==> config.mk <==
export PLATFORM = sky130hd
export DESIGN_NAME = stepdown_gate_ctrl
export DESIGN_NICKNAME = d
export VERILOG_FILES = /design/src/rtl/stepdown_gate_pkg.sv /design/src/rtl/stepdown_gate_dtcnt.sv /design/src/rtl/stepdown_gate_ctrl.sv
export SDC_FILE = /design/constraint.sdc
export NUM_CORES = 1
export LEC_CHECK = 0
export ABC_AREA = 1
export BUFFER_PORTS_ARGS = -buffer_cell sky130_fd_sc_hd__clkbuf_2
export CORE_ASPECT_RATIO = 0.9
export CORE_MARGIN = 1.5
export CORE_UTILIZATION = 45
export CTS_BUF_LIST = sky130_fd_sc_hd__clkbuf_2
export DETAILED_ROUTE_END_ITERATION = 10
export PLACE_DENSITY = 0.71
export SLEW_MARGIN = 0
export SYNTH_ARGS = -nofsm -noshare
export SYNTH_HDL_FRONTEND = slang
export SYNTH_HIERARCHICAL = 1
export SYNTH_SLANG_ARGS = --single-unit
==> constraint.sdc <==
create_clock -name CLK -period 2.2 [get_ports CLK]
set_input_delay 0.44 -clock CLK [delete_from_list [all_inputs] [get_ports CLK]]
set_output_delay 0.44 -clock CLK [all_outputs]
set_load 0.005 [all_outputs]
==> src/rtl/stepdown_gate_pkg.sv <==
// Shared definitions for the stepdown break-before-make gate controller.
//   - state_e : FSM state encoding, also exported on the STATE debug port
//   - PGATE_OFF / NGATE_OFF : gate levels that turn each power FET off
//   - default widths for dead-time, min-on and fault-count fields
package stepdown_gate_pkg;

  localparam int DT_W_DEF    = 4;
  localparam int MINON_W_DEF = 4;
  localparam int FCNT_W_DEF  = 8;

  localparam logic PGATE_OFF = 1'b1;
  localparam logic NGATE_OFF = 1'b0;

  typedef enum logic [2:0] {
    ST_IDLE   = 3'd0,
    ST_DT_HS  = 3'd1,
    ST_HS_ON  = 3'd2,
    ST_DT_LS  = 3'd3,
    ST_LS_ON  = 3'd4,
    ST_ZC_OFF = 3'd5,
    ST_FAULT  = 3'd6
  } state_e;

endpackage

==> src/rtl/stepdown_gate_dtcnt.sv <==
// Loadable down-counter with a minimum-of-1 clamp.
//   clk, rst_n  : clock, async active-low reset
//   clr_i       : force count to 0 (highest priority)
//   load_i      : load max(load_val_i, 1)
//   load_val_i  : value to load
//   expire_o    : count has reached 1
// The count stops at 1, so expire_o stays high until the next load or clear.
module stepdown_gate_dtcnt #(
  parameter int W = 4
) (
  input  logic         clk,
  input  logic         rst_n,
  input  logic         clr_i,
  input  logic         load_i,
  input  logic [W-1:0] load_val_i,
  output logic         expire_o
);

  localparam logic [W-1:0] ONE = {{(W-1){1'b0}}, 1'b1};

  logic [W-1:0] cnt_q, cnt_d;

  always_comb begin
    cnt_d = cnt_q;
    if (clr_i) begin
      cnt_d = '0;
    end else if (load_i) begin
      cnt_d = (load_val_i == '0) ? ONE : load_val_i;
    end else if (cnt_q > ONE) begin
      cnt_d = cnt_q - ONE;
    end
  end

  always_ff @(posedge clk or negedge rst_n) begin
    if (!rst_n) cnt_q <= '0;
    else        cnt_q <= cnt_d;
  end

  assign expire_o = (cnt_q == ONE);

endmodule

==> src/rtl/stepdown_gate_ctrl.sv <==
// Break-before-make gate controller for the stepdown power stage.
//   CLK, RESETN          : clock, async active-low reset
//   ENABLE, PWM_IN       : stage enable, high-side request
//   DT_HS_CFG, DT_LS_CFG : dead time before HS / LS turn-on (cycles, 0 acts as 1)
//   MINON_CFG            : minimum high-side on-time (cycles)
//   FAULT_IN, FAULT_CLR  : over-current comparator, fault clear pulse
//   ZCD_IN               : low-side zero-cross detect
//   PGATE (active-low), NGATE (active-high) : power FET gates
//   FAULT_FLAG, FAULT_CNT, STATE : status / debug
// Gate outputs are registered from the next state so they move with STATE.
module stepdown_gate_ctrl
  import stepdown_gate_pkg::*;
#(
  parameter int DT_W    = DT_W_DEF,
  parameter int MINON_W = MINON_W_DEF,
  parameter int FCNT_W  = FCNT_W_DEF
) (
  input  logic               CLK,
  input  logic               RESETN,
  input  logic               ENABLE,
  input  logic               PWM_IN,
  input  logic [DT_W-1:0]    DT_HS_CFG,
  input  logic [DT_W-1:0]    DT_LS_CFG,
  input  logic [MINON_W-1:0] MINON_CFG,
  input  logic               FAULT_IN,
  input  logic               FAULT_CLR,
  input  logic               ZCD_IN,
  output logic               PGATE,
  output logic               NGATE,
  output logic               FAULT_FLAG,
  output logic [FCNT_W-1:0]  FAULT_CNT,
  output logic [2:0]         STATE
);

  state_e            state_q, state_d;
  logic              pgate_q, ngate_q, fault_flag_q;
  logic [FCNT_W-1:0] fcnt_q;

  logic              dt_load, mo_load, cnt_clr;
  logic [DT_W-1:0]   dt_val;
  logic              dt_exp, mo_exp;

  always_comb begin
    state_d = state_q;
    // fault entry outranks ENABLE=0, and FAULT ignores ENABLE entirely
    if (FAULT_IN && (state_q == ST_DT_HS || state_q == ST_HS_ON)) begin
      state_d = ST_FAULT;
    end else if (state_q == ST_FAULT) begin
      if (FAULT_CLR && !FAULT_IN) state_d = ST_IDLE;
    end else if (!ENABLE) begin
      state_d = ST_IDLE;
    end else begin
      unique case (state_q)
        ST_IDLE:   state_d = PWM_IN ? ST_DT_HS : ST_DT_LS;
        ST_DT_HS:  if (dt_exp) state_d = ST_HS_ON;
        ST_HS_ON:  if (!PWM_IN && mo_exp) state_d = ST_DT_LS;
        ST_DT_LS:  if (dt_exp) state_d = ST_LS_ON;
        ST_LS_ON:  if (PWM_IN) state_d = ST_DT_HS;
                   else if (ZCD_IN) state_d = ST_ZC_OFF;
        ST_ZC_OFF: if (PWM_IN) state_d = ST_DT_HS;
        default:   state_d = ST_IDLE;
      endcase
    end
  end

  // counters load on the edge that enters their state
  always_comb begin
    dt_load = ((state_d == ST_DT_HS) && (state_q != ST_DT_HS)) ||
              ((state_d == ST_DT_LS) && (state_q != ST_DT_LS));
    dt_val  = (state_d == ST_DT_HS) ? DT_HS_CFG : DT_LS_CFG;
    mo_load = (state_d == ST_HS_ON) && (state_q != ST_HS_ON);
    cnt_clr = (state_d == ST_IDLE);
  end

  stepdown_gate_dtcnt #(.W(DT_W)) u_dt_cnt (
    .clk        (CLK),
    .rst_n      (RESETN),
    .clr_i      (cnt_clr),
    .load_i     (dt_load),
    .load_val_i (dt_val),
    .expire_o   (dt_exp)
  );

  stepdown_gate_dtcnt #(.W(MINON_W)) u_mo_cnt (
    .clk        (CLK),
    .rst_n      (RESETN),
    .clr_i      (cnt_clr),
    .load_i     (mo_load),
    .load_val_i (MINON_CFG),
    .expire_o   (mo_exp)
  );

  always_ff @(posedge CLK or negedge RESETN) begin
    if (!RESETN) begin
      state_q      <= ST_IDLE;
      pgate_q      <= PGATE_OFF;
      ngate_q      <= NGATE_OFF;
      fault_flag_q <= 1'b0;
      fcnt_q       <= '0;
    end else begin
      state_q      <= state_d;
      pgate_q      <= (state_d == ST_HS_ON) ? ~PGATE_OFF : PGATE_OFF;
      ngate_q      <= (state_d == ST_LS_ON) ? ~NGATE_OFF : NGATE_OFF;
      fault_flag_q <= (state_d == ST_FAULT);
      if ((state_d == ST_FAULT) && (state_q != ST_FAULT) && (fcnt_q != '1))
        fcnt_q <= fcnt_q + 1'b1;
    end
  end

  assign PGATE      = pgate_q;
  assign NGATE      = ngate_q;
  assign FAULT_FLAG = fault_flag_q;
  assign FAULT_CNT  = fcnt_q;
  assign STATE      = state_q;

endmodule

==> metrics.txt, run 1 <==
status finished, final reports clean; syn nets 240; post-synth top area cell dfrtp_1; clk_lat worst skew between 300 and 400 ps; Reg area roughly 550 um^2; Peak Freq between 400 and 500 MHz; Fillers ~270; Final ANT Viol Nets 0; most frequent cell after synthesis nand2_1; Top Ports 33; Critical Path RT around 2500 ps; critical path's top delay family simple AND/OR/NAND/NOR gates; Clk pin slew, worst setup/hold paths about 220 ps; CTS Root Cell clkbuf_2; DIE AREA about 3700 um^2; EDFF count, synth 0; CP max FO 4; Die Y-Extent 58.2 um; RePlAce Congestion about 0.85; Die W 64.3 um; final WL approximately 3.5 mm; Final setup viols 0; RSZ-0062 raised after global routing yes; Post-synth top flop dfrtp_1; share of layout cells above drive strength 1 43.4%; Sink Count 22; Yosys reg bits 22; Layout Cells excl Fill 314; largest family of logic cells by synthesized area simple AND/OR/NAND/NOR gates; row count 19; measured slew at the worst slew-check pin 560 ps; placed wire-length estimate approximately 2.6 mm; worst vdd ir just under 1000 uV; TritonCTS buffer count 3; GRT overflow 0; first-pass GRT wire length around 5.6 mm; post-route setup TNS 0 ps; H-tree level count 1; Max Root-Sink Buffers 2; period utilization between 90% and 100%; Synth Instances about 220; synth top area cells dfrtp_1, nand2_1, nand3_1; startpoint types flop; number of global-route vias before repair approximately 1.3k; clock skew between 15 and 20 ps; Max transition margin a little over three fifths; Remaining DRCs 0; area delta synth->final 38.2%; Post-Synth XOR/XNOR Area around 3.5%; initial drt markers 82; Worst Setup Path Type reg -> reg; PortBufs 32; Setup WS post-layout 37.6 ps; max-cap violations 0; Compound-Gate Fraction of Synth Area approximately 6.7%; Mean Syn Cell Area 7.04 um^2; Ys Warns 6; initial antenna violation count 0; asr flop ratio synth between 90% and 100%; DR WL/cell 11.3 um; initial core utilization 48.5%; min-delay worst type in -> async; CP dominant cell by count nand2_1; Final nets between 200 and 300; Crit path arrival time ~2500 ps; CTS tree built; Slowest-stage cell, CP dfrtp_1; Setup crit end kind flop; post-synthesis mux area share 0%; worst slack, placed -212 ps; dpl cells 304; Core Footprint 3140 um^2; CP Cell Sequence inv_2 -> ha_4 -> inv_4 -> nor3_4 -> buf_4 -> nand3_2 -> nand2_2 -> nor2_4 -> nand2_4 -> nor2_4 -> buf_4 -> nand3_1 -> nand2_2 -> nor2_2 -> nand2_1 -> a21oi_1 -> nand2_1 -> nand2_1; grt met1 use between 20% and 30%; area of the multi-input gates ~1000 um^2; Critical Path Max Stage Delay between 400 and 500 ps; crit path time final ~2200 ps; Commonest cells post-synth nand2_1, inv_1, nor2_1; GR peak layer met2; CP bufs+invs 4; Netlist cell types 26; Fin. Hold Viols 0; largest net degree at the start of global routing 23; leak pwr around 1.1 nW; Seq/Total Area, Yosys 36.3%; Cell Area, Synth between 1500 and 2000 um^2; Vias/cell 4.82; GRT met3 Usage under 10%; DRT Pass-1 Iters 4; met2 usage in global routing a little over 30%; post-synth top area share 34.5%; Synth Area in Simple Gates around two fifths; vias between 1.5k and 2k; Total GRT Usage 18.7%; Slew Limit Fails 0; PwrDens 1590 nW/um^2; Synth Area in Adders under 10%; diode count 0
==> registers in the layout (all words and copies together) (netlist names) <==
register and cells:
NGATE 1, FAULT_CNT 8, PGATE 1, STATE 3, u_mo_cnt/cnt_q 4, u_dt_cnt/cnt_q 4
FAULT_FLAG 1
==> path summary, 6_finish.rpt <==
path	depth (start not counted)	start	endpoint	slack, ps
min in group CLK	3	MINON_CFG[2]	u_mo_cnt/cnt_q[2]	330
worst min-delay path	1	RESETN	FAULT_CNT[3]	30
max in group asynchronous	1	RESETN	STATE[0]	1780
worst max-delay path	18	u_dt_cnt/cnt_q[1]	u_dt_cnt/cnt_q[0]	40
worst min register to register	1	FAULT_CNT[0]	FAULT_CNT[0]	540
worst max register to register	18	u_dt_cnt/cnt_q[1]	u_dt_cnt/cnt_q[0]	40
==> cells in the final DEF, fill, tap and decap left out, types with 4 or more instances in the layout <==
cell,synthesis,routed
nand3_1,21,15
inv_1,25,15
nand4_1,4,4
clkbuf_2,0,35
nand2_1,61,54
nand3_4,0,4
dfrtp_1,21,19
inv_2,6,14
a21oi_1,8,6
nand2_4,2,6
nor2_4,2,6
nor2_2,5,5
o21ai_0,5,5
buf_4,1,19
nor2_1,24,20
nand2_2,4,7
nand3_2,5,7
==> per-layer routing <==
layer,routed length (um),up-vias
met5,0,-
met4,0,0
met3,103,0
met2,1680,23
met1,1750,702
li1,-,790
==> cells by family (layout without fill, tap and decap cells) <==
group | count (synthesis) | count (layout)
adder cells (fa/ha/maj) | 5 | 5
flip-flops | 22 | 22
buffers and inverters | 33 | 89
AND/OR/NAND/NOR | 132 | 132
XOR/XNOR | 6 | 6
AO/OA/AOI/OAI | 18 | 18
==> report_power, final <==
group / internal (mW) / switching, mW / total (mW)
logic: 1.02 / 1.38 / 2.40
clock network: 0.0395 / 0.128 / 0.168
registers: 0.580 / 0.194 / 0.774
total: 1.64 / 1.70 / 3.34
==> repair_timing <==
| action | in CTS | in global routing |
|---|---|---|
| setup endpoints to repair | 8 | 8 |
| hold buffers | 0 | 0 |
| pin swaps | 0 | 27 |
| gates resized for setup | 3 | 52 |
| setup buffers | 0 | 7 |
==> final cells by class <==
| type | count | share of cell area (%) |
|---|---|---|
| Multi-Input combinational cell | 161 | 48.7 |
| Sequential cell | 22 | 26.4 |
| Timing Repair Buffer | 53 | 15.5 |
| Inverter | 32 | 6.07 |
| Tap cell | 42 | 2.50 |
| Clock buffer | 3 | 0.714 |
| Clock inverter | 1 | 0.179 |
==> through the flow <==
step	hold slack, ps	utilization, %	total power, mW	cell area [um^2]
5_1_grt	39.2	67.0	3.65	2100
4_1_cts	46.9	59.6	2.78	1870
2_1_floorplan	144	-	1.99	1520
3_3_place_gp	453	58.6	2.57	1840
3_5_place_dp	449	58.6	2.58	1840
6_report	29.7	67.0	3.34	2100
(Power assumes the default switching activity.)
==> run 2, diff against run 1 <==
CAP_MARGIN = 20   (was not set)
CTS_BUF_LIST = sky130_fd_sc_hd__clkbuf_4 sky130_fd_sc_hd__clkbuf_8 sky130_fd_sc_hd__clkbuf_16   (was sky130_fd_sc_hd__clkbuf_2)
==> run 2 against run 1 <==
  * Wire length down 3.1%
  * Clock-buffer cell count up 1
  * First-iteration DRC count up 41%
  * Flip-flop and latch count unchanged
  * Via count down 0.13%
  * Die area unchanged
  * Worst hold slack better by 120 ps
  * Clock power up 72%
  * Sequential share of layout area up 0.80 points
  * Combinational power down 9.6%
  * Register-to-register slack better by 90 ps
  * Critical endpoint unchanged
  * Largest power group unchanged
  * Highest routed layer unchanged
==> metrics.txt, run 2 (synthesis gave the netlist of run 1 again) <==
status finished, final reports clean; TritonCTS buffer count 3 (unchanged); GRT overflow 0 (unchanged); cts hold-fix bufs 0 (unchanged); worst vdd ir 948 uV (-2.3%); Total GRT Usage 18.7% (+0.042 points); Top Ports 33 (unchanged); placed wire-length estimate 2.56 mm (unchanged); Max transition margin 63.4% (+0.78 points); diode count 0 (unchanged); PwrDens 1590 nW/um^2 (about the same); grt met1 use 26.8% (+0.12 points); startpoint types flop; Sink Count 22 (unchanged); Final setup viols 0 (unchanged); crit path time final 2070 ps (-94.3 ps); max-cap violations 0 (unchanged); Core Footprint 3140 um^2 (unchanged); post-route setup TNS 0 ps (unchanged); Worst Setup Path Type reg -> reg; Fillers 287 (+5.9%); CTS tree built; row count 19 (unchanged); initial core utilization 48.5% (unchanged); Setup WS post-layout 132 ps (+94.3 ps); RSZ-0062 raised after global routing yes; Clk pin slew, worst setup/hold paths 80 ps (-140 ps); CP max FO 6 (+2); Peak Freq 484 MHz (+4.6%); initial drt markers 116 (+41%); Max Root-Sink Buffers 2 (unchanged); period utilization 94.0% (-4.3 points); leak pwr 1.10 nW (-0.51%); DR WL/cell 11.0 um (-2.1%); Slew Limit Fails 0 (unchanged); largest net degree at the start of global routing 23 (unchanged); max FFs per register 8 (unchanged); GR peak layer met2; worst slack, placed -212 ps (unchanged); Setup crit end kind flop; DRT Pass-1 Iters 4 (unchanged); Power Total 3.23 mW (-3.3%); PortBufs 32 (unchanged); Fin. Hold Viols 0 (unchanged); vias 1513 (-0.13%); first-pass GRT wire length 5.62 mm (+0.99%); Die W 64.3 um (unchanged); final WL 3.43 mm (-3.1%); Vias/cell 4.86 (+0.83%); met2 usage in global routing 30.7% (+0.45 points); Final nets 294 (-1.0%); min-delay worst type in -> async; H-tree level count 1 (unchanged); Die Y-Extent 58.2 um (unchanged); share of layout cells above drive strength 1 39.0% (-4.3 points); measured slew at the worst slew-check pin 548 ps (-11.6 ps); Critical Path RT 2350 ps (-140 ps); DIE AREA 3740 um^2 (unchanged); number of global-route vias before repair 1332 (+0.23%); CTS Root Cell clkbuf_8; Remaining DRCs 0 (unchanged); Final ANT Viol Nets 0 (unchanged); area delta synth->final 33.8%; RePlAce Congestion 0.853 (unchanged); clock skew 5.87 ps (-9.83 ps); most common cell after layout, fill and taps aside nand2_1; commonest cells after routing, fill and taps aside nand2_1, clkbuf_2, dfrtp_1, nor2_1; initial antenna violation count 0 (unchanged); GRT met3 Usage 3.50% (-0.58 points); clk_lat worst skew 260 ps (-80 ps); Crit path arrival time 2220 ps (-230 ps)
## run 2: cell count changes in the layout (fill, tap and decap cells not counted), sizes merged
| cell | delta |
|---|---|
| buf | -3 |
| clkbuf | +1 |
| clkinv | -1 |
## run 2: timing repair
action                     4_1_cts  5_1_grt
pin swaps                        0       22
gates resized for setup          3       31
hold endpoints to repair         0        0
setup endpoints to repair        8        8
buffers inserted                 0        4
cloned                           0        0
## run 2: per-stage QoR
stage / cells / hold slack [ps] / instance area (um^2) / utilization, %
floorplan: 216 / 144 / 1520 / -
global placement: 304 / 453 / 1840 / 58.6
detailed placement: 304 / 449 / 1840 / 58.6
CTS: 308 / 164 / 1910 / 60.8
global route: 311 / 183 / 2040 / 64.9
finish: 311 / 145 / 2040 / 64.9
## run 2: cell type report
| type | instances | area (um^2) | area share (%) |
|---|---|---|---|
| clock buffers | 4 | 55.1 | 2.70 |
| well taps | 42 | 52.6 | 2.58 |
| inverters | 32 | 125 | 6.15 |
| repair buffers | 50 | 295 | 14.5 |
| flip-flops and latches | 22 | 553 | 27.2 |
| multi-input cells | 161 | 955 | 46.9 |
## run 2: power breakdown
group | switching [mW] | internal, mW
logic | 1.26 | 0.908
clock network | 0.130 | 0.159
registers | 0.191 | 0.581
## run 2: worst max-delay path: stages, from the launching register on
cell and delay (ps):
dfrtp_1 390, inv_2 80, ha_4 120, inv_2 40, nor3_4 210, nand2_1 100, nand3_2 90, nand3_4 80
nand2_4 110, inv_4 40, nand3_1 80, nand2_2 120, nor2_4 160, nand3_4 100, nand2_4 100, inv_2 30
nand2_1 50, nand2_1 50
## run 2: path summary, 6_finish.rpt
check / slack [ps] / end / start / cells after the start
worst max-delay path: 130 / u_dt_cnt/cnt_q[0] / u_dt_cnt/cnt_q[1] / 17
worst min-delay path: 150 / FAULT_CNT[3] / RESETN / 1
worst max register to register: 130 / u_dt_cnt/cnt_q[0] / u_dt_cnt/cnt_q[1] / 17
worst min register to register: 530 / FAULT_CNT[0] / FAULT_CNT[0] / 1
max in group asynchronous: 1660 / STATE[0] / RESETN / 1
min in group CLK: 430 / u_mo_cnt/cnt_q[2] / MINON_CFG[2] / 3
## run 2: layer usage
layer,part of all wire (%),vias up
met5,0,-
met1,48,692
li1,-,786
met4,0,0
met3,4.2,0
met2,48,35
